--- src/rtl/roll_button_pkg.sv ---
// rtl/roll_button_pkg.sv - shared state encoding and helpers for the roll button front end
package roll_button_pkg;

   localparam logic [2:0] ST_IDLE       = 3'd0;
   localparam logic [2:0] ST_DB_PRESS   = 3'd1;
   localparam logic [2:0] ST_PRESSED    = 3'd2;
   localparam logic [2:0] ST_REPEAT     = 3'd3;
   localparam logic [2:0] ST_DB_RELEASE = 3'd4;

   typedef enum logic [2:0] {
      S_IDLE       = ST_IDLE,
      S_DB_PRESS   = ST_DB_PRESS,
      S_PRESSED    = ST_PRESSED,
      S_REPEAT     = ST_REPEAT,
      S_DB_RELEASE = ST_DB_RELEASE
   } state_e;

   // The debounced level stays high until a release has been fully debounced.
   function automatic logic is_held(input state_e st);
      return (st == S_PRESSED) || (st == S_REPEAT) || (st == S_DB_RELEASE);
   endfunction

endpackage

--- src/rtl/sync2.sv ---
// rtl/sync2.sv - two-flop synchronizer for asynchronous pad inputs
module sync2 (
   input  logic clk,
   input  logic rst,
   input  logic d,
   output logic q
);

   logic meta_d, meta_q;
   logic sync_d, sync_q;

   always_comb begin
      meta_d = d;
      sync_d = meta_q;
   end

   always_ff @(posedge clk or posedge rst) begin
      if (rst) begin
         meta_q <= 1'b0;
         sync_q <= 1'b0;
      end else begin
         meta_q <= meta_d;
         sync_q <= sync_d;
      end
   end

   assign q = sync_q;

endmodule

--- src/rtl/roll_button.sv ---
// rtl/roll_button.sv - debounce and auto-repeat front end producing one ROLL pulse per press
module roll_button
   import roll_button_pkg::*;
#(
   parameter int CNT_W      = 20,
   parameter int DB_CYCLES  = 20000,
   parameter int RPT_DELAY  = 500000,
   parameter int RPT_PERIOD = 200000
) (
   input  logic       CLK,
   input  logic       RST,
   input  logic       BTN,
   input  logic       REPEAT_EN,
   output logic       ROLL,
   output logic       HELD,
   output logic [7:0] ROLL_COUNT
);

   localparam logic [CNT_W-1:0] DB_LAST  = CNT_W'(DB_CYCLES - 1);
   localparam logic [CNT_W-1:0] DLY_LAST = CNT_W'(RPT_DELAY - 1);
   localparam logic [CNT_W-1:0] PER_LAST = CNT_W'(RPT_PERIOD - 1);
   localparam logic [CNT_W-1:0] CNT_ONE  = CNT_W'(1);

   state_e           state_d, state_q;
   logic [CNT_W-1:0] cnt_d, cnt_q;
   logic             roll_d, roll_q;
   logic             held_d, held_q;
   logic [7:0]       count_d, count_q;
   logic             s;

   sync2 u_sync2 (
      .clk (CLK),
      .rst (RST),
      .d   (BTN),
      .q   (s)
   );

   always_comb begin
      state_d = state_q;
      cnt_d   = cnt_q;
      roll_d  = 1'b0;
      case (state_q)
         S_IDLE: begin
            if (s) begin
               state_d = S_DB_PRESS;
               cnt_d   = '0;
            end
         end
         S_DB_PRESS: begin
            if (!s) begin
               state_d = S_IDLE;
               cnt_d   = '0;
            end else if (cnt_q == DB_LAST) begin
               state_d = S_PRESSED;
               cnt_d   = '0;
               roll_d  = 1'b1;
            end else begin
               cnt_d = cnt_q + CNT_ONE;
            end
         end
         S_PRESSED: begin
            if (!s) begin
               state_d = S_DB_RELEASE;
               cnt_d   = '0;
            end else if (!REPEAT_EN) begin
               cnt_d = '0;
            end else if (cnt_q == DLY_LAST) begin
               // A terminal count right after a pulse waits one cycle so ROLL never stays high.
               if (!roll_q) begin
                  state_d = S_REPEAT;
                  cnt_d   = '0;
                  roll_d  = 1'b1;
               end
            end else begin
               cnt_d = cnt_q + CNT_ONE;
            end
         end
         S_REPEAT: begin
            if (!s) begin
               state_d = S_DB_RELEASE;
               cnt_d   = '0;
            end else if (REPEAT_EN) begin
               if (cnt_q == PER_LAST) begin
                  if (!roll_q) begin
                     cnt_d  = '0;
                     roll_d = 1'b1;
                  end
               end else begin
                  cnt_d = cnt_q + CNT_ONE;
               end
            end
         end
         S_DB_RELEASE: begin
            if (s) begin
               state_d = S_PRESSED;
               cnt_d   = '0;
            end else if (cnt_q == DB_LAST) begin
               state_d = S_IDLE;
               cnt_d   = '0;
            end else begin
               cnt_d = cnt_q + CNT_ONE;
            end
         end
         default: begin
            state_d = S_IDLE;
            cnt_d   = '0;
         end
      endcase
      held_d  = is_held(state_d);
      count_d = count_q + {7'd0, roll_d};
   end

   always_ff @(posedge CLK or posedge RST) begin
      if (RST) begin
         state_q <= S_IDLE;
         cnt_q   <= '0;
         roll_q  <= 1'b0;
         held_q  <= 1'b0;
         count_q <= 8'd0;
      end else begin
         state_q <= state_d;
         cnt_q   <= cnt_d;
         roll_q  <= roll_d;
         held_q  <= held_d;
         count_q <= count_d;
      end
   end

   assign ROLL       = roll_q;
   assign HELD       = held_q;
   assign ROLL_COUNT = count_q;

endmodule

--- config.mk ---
export PLATFORM = sky130hd
export DESIGN_NAME = roll_button
export DESIGN_NICKNAME = d
export VERILOG_FILES = /design/src/rtl/roll_button_pkg.sv /design/src/rtl/sync2.sv /design/src/rtl/roll_button.sv
export SDC_FILE = /design/constraint.sdc
export NUM_CORES = 1
export LEC_CHECK = 0
export ABC_AREA = 1
export CAP_MARGIN = 15
export CORE_MARGIN = 5
export CORE_UTILIZATION = 50
export CTS_CLUSTER_DIAMETER = 120
export DETAILED_ROUTE_END_ITERATION = 8
export PLACE_DENSITY_LB_ADDON = 0.05
export REMOVE_ABC_BUFFERS = 1
export SYNTH_ARGS = -nofsm -noshare
export SYNTH_HDL_FRONTEND = slang
export SYNTH_SLANG_ARGS = --single-unit
--- constraint.sdc ---
create_clock -name CLK -period 2.22 [get_ports CLK]
set_input_delay 0.444 -clock CLK [delete_from_list [all_inputs] [get_ports CLK]]
set_output_delay 0.444 -clock CLK [all_outputs]
set_load 0.01 [all_outputs]
# Word-level counts from Yosys, hierarchy flattened
# Index checks and enable logic that the tools add are counted.
# totals
ff_bits	35
inputBits	4
out_inout_bits	10
# classes
n_addsub	2
n_eq_ne	12
mux	33
reduce_logical	4
# op_table
operator	count
2-to-1 mux 20 bit	11
one-hot mux 20 bit (5 select lines)	1
2-to-1 mux 3 bit	10
adder 20 x 1 -> 20 bit, second input constant	1
== test 20 x 15 -> 1 bit, second input constant	1
== test 20 x 18 -> 1 bit, second input constant	1
== test 20 x 19 -> 1 bit, second input constant	1
one-hot mux 3 bit (5 select lines)	1
== test 3 x 2 -> 1 bit, second input constant	4
2-to-1 mux 1 bit	9
adder 8 x 1 -> 8 bit	1
== test 3 bit, second input constant	2
== test 3 x 1 -> 1 bit, second input constant	1
logical NOT 3 bit	1
!= test 3 bit, second input constant	1
one-hot mux 1 bit (3 select lines)	1
logical OR 1 bit	2
!= test 2 x 1 -> 1 bit, second input constant	1
AND reduction 2 bit	1

# Longest topological paths before layout
# Gate-level depths: netlist of run 1.
# logic_depth
word_depth	8
mapped_depth	14

# Cells and area by module
# A second synthesis of run 1 with hierarchy kept.
# unflattened
hier_cells	307
hier_area_um2	2239.6
# modules_own_cells
mod	n_inst	cells_per_inst	area_per_inst_um2	seq_area_each_um2
roll_button	1	304	2185.8	825.8
sync2	1	3	53.8	50.0

# Worst setup path before layout of run 1
# OpenSTA, ideal clock, no wires.
# synth_timing
path_type	register to register
start	register cnt_q[0]
end	register count_q[6], in the netlist ROLL_COUNT[6]
setup_ps	79
arrival_time_ps	2116
t_required_ps	2141
slack_ps	25
path_stages_with_launch	15
n_path_buf	0
path_cell_list	dfrtp_1 -> ha_1 -> nand2_2 -> inv_2 -> nand2_2 -> nor2_4 -> nand3_1 -> o21ai_0 -> nand3_1 -> a21oi_1 -> ha_1 -> ha_1 -> nand3_1 -> nor3_1 -> xor2_1
# synth_between
elab_chain_cells	6
word_cells_on_any_way	13
cone_classes	add/sub: 1; eq/ne: 3; mux: 9
# synth_rtl
element	line	source
start, declared	roll_button.sv:25	logic [CNT_W-1:0] cnt_d, cnt_q;
start signal, assigned	roll_button.sv:122	cnt_q <= cnt_d;
== test 20 x 18 -> 1 bit / == test 20 x 19 -> 1 bit (equally long branches)	roll_button.sv:83, roll_button.sv:67	
2-to-1 mux 1 bit, on equally long branches	roll_button.sv:83, roll_button.sv:67	
2-to-1 mux 1 bit, on equally long branches	roll_button.sv:82, roll_button.sv:65	
2-to-1 mux 1 bit, on equally long branches	roll_button.sv:79, roll_button.sv:62	
one-hot mux 1 bit (3 select lines) *	roll_button.sv:42	case (state_q)
via roll_d	roll_button.sv:26	logic roll_d, roll_q;
adder 8 x 1 -> 8 bit *	roll_button.sv:110	count_d = count_q + {7'd0, roll_d};
via count_d[6]	roll_button.sv:28	logic [7:0] count_d, count_q;
end signal, assigned	roll_button.sv:125	count_q <= count_d;
end, declared	roll_button.sv:28	
# Mark *: on every way through the listed nets, which the timed path passes. The rest lies on a longest branch.
# A chain may end at the register's enable or synchronous reset.

# Worst setup path after layout of run 1
# layout_timing
start	register cnt_q[0]
end	register count_q[7], in the netlist ROLL_COUNT[7]
# Same word-level chain as after synthesis.

==> flow_summary.yaml, run 1 <==
clock_tree:
  cts_tree: "built"
  cts_inserted_buffers: 5
  h-tree-depth: 2
  cts-root-buf: "clkbuf_8"
  clk_latency_ns: 0.29
  cts.clk_slew.worst_paths_ns: 0.07
  clockBufferDepth: 2
  cts.sinks: 35
place:
  place.gp.congestion: 0.947
  place_area_um2: 2640
  hpwlAfterDp_mm: 4.45
  portBuffers: 13
  pre_cts_ws_ns: -0.0997
  placed_cells: 405
cells_and_area:
  utilization: 0.668
  finalNonFillerCells: 422
  area_growth_pct: 29.1
  seq_area_um2: 876
  nets: 376
  multi_input_area_um2: 1280
  n_antenna_cell: 0
  final_cell_mix: "90 x nand2_1, 40 x buf_4, 36 x inv_1"
  layout_commonest_cell: "nand2_1"
  final_layout_size_suffix_gt1_frac: 0.232
  fin_area_um2: 2930
  n_fill_cell: 378
yosys:
  synth.cell_area_um2: 2270
  yosysWarningCount: 0
  postSynthAreaPerCell_um2: 7.20
  synth_cell_types: 30
  synth_seq_cells: 35
  synth_seq_area_share: 0.386
  synthCells: 315
status:
  outcome: "finished clean"
floorplanning:
  start_util: 0.517
  die-area_um2: 5980
  die_w_um: 77.3
  pin_count: 14
  coreArea_um2: 4380
  rows: 24
  chipHeight_um: 77.3
worst_setup_path:
  slowest_delay_ns: 0.39
  cp_data_arrival_time_ns: 2.31
  ff2ff_path_depth: 14
  worstPathRequired_ns: 2.40
  worstSetupPathDepth: 14
  crit_path_max_fanout: 3
  worst-path-buf-inv: 1
  crit_type: "reg2reg"
  timing.critical_path.cells: "ha_4 > nand2_4 > inv_4 > nand2_2 > nor2_4 > nand3_2 > o21ai_1 > nand3_1 > a21oi_2 > ha_4 > nand3_2 > nor2_2 > nand4_1 > xnor2_1"
  crit_path_start_kind: "register"
  crit_path_top_delay_cell: "dfrtp_1"
  cp-end-kind: "register"
  crit_family: "simple AND/OR/NAND/NOR gates"
global_route:
  antenna_found_initial: 0
  grt_overflow: 0
  grt_pass1_vias: 2137
  grt_pass1_wl_mm: 9.76
  grt_start_max_net_pins: 36
  grt_usage: 0.203
drt:
  drt_first_pass_iters: 4
  drtIter0Drc: 84
  routed-via-count: 2144
  viasPerCell: 5.08
  wl_per_cell_um: 14.0
  totalWireLength_mm: 5.91
  drc_errors: 0
  antenna_left: 0
sta:
  slew_headroom: 0.654
  rsz0062_at_grt: "false"
  fin_skew_ns: 0.00799
  timing.final.crit_share: 0.960
  worst_pin_slew_ns: 0.513
  final_hold_viol_count: 0
  slew_violations: 0
  hold-worst-slack_ns: 0.363
  setup_slack_ns: 0.0883
  finalSetupViolCount: 0
  finalSetupTns_ns: 0
  max_freq_mhz: 469
  period_minus_slack_ns: 2.13
power:
  power.density_nw_per_um2: 470
  p_leak_nw: 1.51
  power_mw: 1.38
  vdd_drop_max_uv: 384
worst_hold_path:
  worstHoldPathType: "reg2reg"
  min_delay_path_depth: 0
job:
  max_cap_violations: 0
## state kept, by name, summed over array words and instances (netlist names)
signal,cells
cnt_q,20
u_sync2.meta_q,1
ROLL,1
HELD,1
state_q,3
ROLL_COUNT,8
u_sync2.q,1
## kinds of logic (layout without fill, tap and decap cells)
family,Yosys count,in the layout,share of synthesized area
AOI/OAI and AO/OA,19,19,0.0486
xor gates and xnor gates,17,17,0.0657
adders and majority gates,3,3,0.0166
buffers and inverters,47,102,0.0911
DFF,35,35,0.386
and+or+nand+nor,194,194,0.392
## area by class of cell
| class | count | area share |
|---|---|---|
| sequential | 35 | 0.299 |
| clock inverter | 2 | 0.0120 |
| tap | 52 | 0.0222 |
| clock buffer | 6 | 0.0282 |
| inverter | 41 | 0.0539 |
| timing repair buffer | 53 | 0.147 |
| multi-input combinational | 233 | 0.437 |
## metal layers
| layer | share of wire | wire length, um | GRT usage |
|---|---|---|---|
| met1 | 0.47 | 2780 | 0.261 |
| met2 | 0.47 | 2790 | 0.338 |
| met3 | 0.036 | 214 | 0.0394 |
| met4 | 0.020 | 118 | 0.0790 |
| met5 | 0 | 0 | 0 |
## cells in the mapped netlist
master,n,area share
buf_6,3,0.015
dfrtp_1,35,0.39
nand3b_1,1,0.0033
o21ai_2,1,0.0039
clkinv_2,1,0.0022
a21oi_1,4,0.0088
buf_4,1,0.0033
buf_2,2,0.0044
or2_1,1,0.0028
nand3_2,3,0.013
nand4_1,10,0.028
o2111ai_1,1,0.0039
nand2_2,9,0.025
o22ai_1,2,0.0055
nand3_1,31,0.068
nor2_4,2,0.0099
nor3_1,9,0.020
and3_1,1,0.0028
nor2_1,33,0.055
ha_1,3,0.017
inv_1,36,0.060
inv_2,4,0.0066
xnor2_1,2,0.0077
o211ai_1,1,0.0033
nor3_4,1,0.0072
o21ai_0,9,0.020
xor2_1,15,0.058
a21o_1,1,0.0033
nand2_1,90,0.15
nor2_2,3,0.0083
## final timing paths
path | to | slack (ns) | startpoint
min reg2reg | u_sync2.q | 0.36 | u_sync2.meta_q
min | u_sync2.q | 0.36 | u_sync2.meta_q
max in group asynchronous | state_q[2] | 1.33 | RST
max reg2reg | ROLL_COUNT[7] | 0.09 | cnt_q[0]
min in group asynchronous | cnt_q[7] | 0.57 | RST
max | ROLL_COUNT[7] | 0.09 | cnt_q[0]
## worst register-to-register path, delay by kind of cell (launching register included)
family / cells / cell delay, ns
xor gates and xnor gates: 1 / 0.14
buffers and inverters: 1 / 0.06
adders and majority gates: 2 / 0.34
AOI/OAI and AO/OA: 2 / 0.29
DFF: 1 / 0.39
and+or+nand+nor: 8 / 0.79
## timing repair
item	in CTS	in global routing
resized for setup	12	11
hold buffers	0	0
setup endpoints to repair	2	4
buffers inserted	7	3
pin swaps	11	10
## report_power, final
group / total [mW] / switching [mW] / internal, mW / leakage [nW]
clock: 0.604 / 0.240 / 0.364 / 0.0612
combinational: 0.118 / 0.0792 / 0.0385 / 0.992
sequential: 0.655 / 0.00971 / 0.645 / 0.460
Power figures use the tool's default switching activity.
==> run 2, diff against run 1 <==
- CAP_MARGIN: 15 -> unset
- GPL_ROUTABILITY_DRIVEN: unset -> 0
==> run 2 against run 1 <==
  * Combinational power shrank 7%
  * Power is 1.8% lower
  * Core utilization fell by 0.14 points
  * Sequential share of layout area increased by 0.11 points
  * Critical path depth fell by 1
  * Register-to-register slack barely moved
  * Sequential power is essentially flat
  * Sequential cell count unchanged
  * Clock-buffer cell count decreased by 1
  * Clock power decreased by 3.3%
  * Largest cell class unchanged
  * Largest power group unchanged
==> flow_summary.yaml, run 2 (same netlist as run 1, synthesis figures left out) <==
status:
  outcome: "finished clean"
drt:
  viasPerCell: 5.31
  drc_errors: 0
  antenna_left: 0
  drt_first_pass_iters: 4
  routed-via-count: 2218
  drtIter0Drc: 217
  wl_per_cell_um: 14.5
  totalWireLength_mm: 6.08
global_route:
  grt_pass1_wl_mm: 9.95
  busiest_layer: "met2"
  grt_overflow: 0
  grt_pass1_vias: 2080
  use_met2: 0.345
  antenna_found_initial: 0
  grt_usage: 0.208
  grt_start_max_net_pins: 36
  grt_use_met3: 0.0370
  met1_usage: 0.264
clock_tree:
  clk_latency_ns: 0.30
  clockBufferDepth: 2
  cts_tree: "built"
  h-tree-depth: 2
  cts_inserted_buffers: 5
  cts.clk_slew.worst_paths_ns: 0.08
  cts_hold_buffers: 0
  cts.sinks: 35
  cts-root-buf: "clkbuf_8"
power:
  intPower_mw: 1.01
  pwr-share-clk: 0.432
  power.density_nw_per_um2: 463
  swShare: 0.251
  pwr-share-comb: 0.082
  p_sw_mw: 0.339
  seqPwrFrac: 0.486
  p_leak_nw: 1.50
  vdd_drop_max_uv: 328
cells_and_area:
  fin_area_um2: 2920
  area_growth_pct: 28.8
  finalNonFillerCells: 418
  final_cell_mix: "89 x nand2_1, 36 x inv_1, 35 x buf_4"
  seq_area_um2: 877
  nets: 372
  regMostFlops: "cnt_q"
  n_fill_cell: 384
  largest_register_ffs: 20
  final_layout_size_suffix_gt1_frac: 0.227
  multi_input_area_um2: 1310
  n_antenna_cell: 0
  layout_commonest_cell: "nand2_1"
sta:
  slew_headroom: 0.675
  worst_pin_slew_ns: 0.483
  rsz0062_at_grt: "true"
  max_freq_mhz: 468
  finalSetupViolCount: 0
  timing.final.crit_share: 0.962
  period_minus_slack_ns: 2.14
  slew_violations: 0
  fin_skew_ns: 0.00658
  final_hold_viol_count: 0
floorplanning:
  rows: 24
  pin_count: 14
  start_util: 0.517
  die-area_um2: 5980
  die_w_um: 77.3
  coreArea_um2: 4380
  chipHeight_um: 77.3
worst_setup_path:
  cp-end-kind: "register"
  worstPathRequired_ns: 2.45
  cp_data_arrival_time_ns: 2.36
  crit_path_start_kind: "register"
  crit_type: "reg2reg"
  crit_path_max_fanout: 2
place:
  placed_cells: 402
  portBuffers: 13
  place_area_um2: 2620
  hpwlAfterDp_mm: 4.37
worst_hold_path:
  worstHoldPathType: "reg2reg"
job:
  max_cap_violations: 0
run 2: changes by cell type in the layout (fill, tap and decap cells not counted), moves of 2 or more:
cell	previous run	this run
buf_4	40	35
nand3_1	28	26
nor2_1	27	31
nor2_2	9	4
run 2: critical path, cell delays in order, from the launching register on:
cell	delay, ns
dfrtp_1	0.40
ha_4	0.17
nand2_4	0.05
buf_6	0.12
nor3_4	0.19
nand3_2	0.11
nand2_2	0.08
nand3_2	0.09
a21oi_4	0.16
ha_4	0.18
ha_4	0.15
nand3_4	0.09
nor3_4	0.13
xor2_1	0.15
run 2: what timing repair did:
action / CTS / global route
gates resized for setup: 14 / 13
endpoints found under the setup margin: 2 / 4
hold endpoints to repair: 0 / 0
pin swaps: 11 / 11
setup buffers: 6 / 2
run 2: cell type report:
type	count	area share
multi-input combinational	233	0.447
sequential	35	0.300
timing repair buffer	49	0.138
inverter	41	0.0531
clock buffer	5	0.0236
tap	52	0.0223
clock inverter	3	0.0150
run 2: stage by stage:
step	utilization	total power, mW	hold slack, ns	worst slack, ns	setup TNS (ns)
after detailed placement	0.598	0.777	0.341	-0.113	-0.125
after CTS	0.649	1.36	0.368	-0.00202	-0.00202
final	0.666	1.35	0.363	0.0844	0
after global placement	0.598	0.776	0.353	-0.000299	-0.000299
after floorplan	-	0.731	0.331	0.0248	0
after global routing	0.666	1.41	0.382	-0.0433	-0.0753
run 2: layer usage:
layer  vias up  wire, um  share of wire
met2        67      2920           0.48
met3        18       306          0.050
met4         0       196          0.032
li1       1104         -              -
met1      1029      2660           0.44
met5         -         0              0
run 2: path summary, 6_finish.rpt:
check,to,slack (ns),start,cells after the start
worst min register to register,u_sync2.q,0.36,u_sync2.meta_q,0
worst max register to register,ROLL_COUNT[6],0.08,cnt_q[0],13
worst max-delay path,ROLL_COUNT[6],0.08,cnt_q[0],13
worst min-delay path,u_sync2.q,0.36,u_sync2.meta_q,0
max in group asynchronous,cnt_q[11],1.33,RST,3
min in group asynchronous,ROLL_COUNT[0],0.54,RST,3
run 2: power groups by stage:
stage / combinational [mW] / clock (mW) / sequential [mW]
floorplan: 0.0640 / 0 / 0.667
global placement: 0.109 / 0 / 0.668
detailed placement: 0.109 / 0 / 0.668
CTS: 0.110 / 0.595 / 0.656
global route: 0.123 / 0.625 / 0.659
finish: 0.110 / 0.584 / 0.657
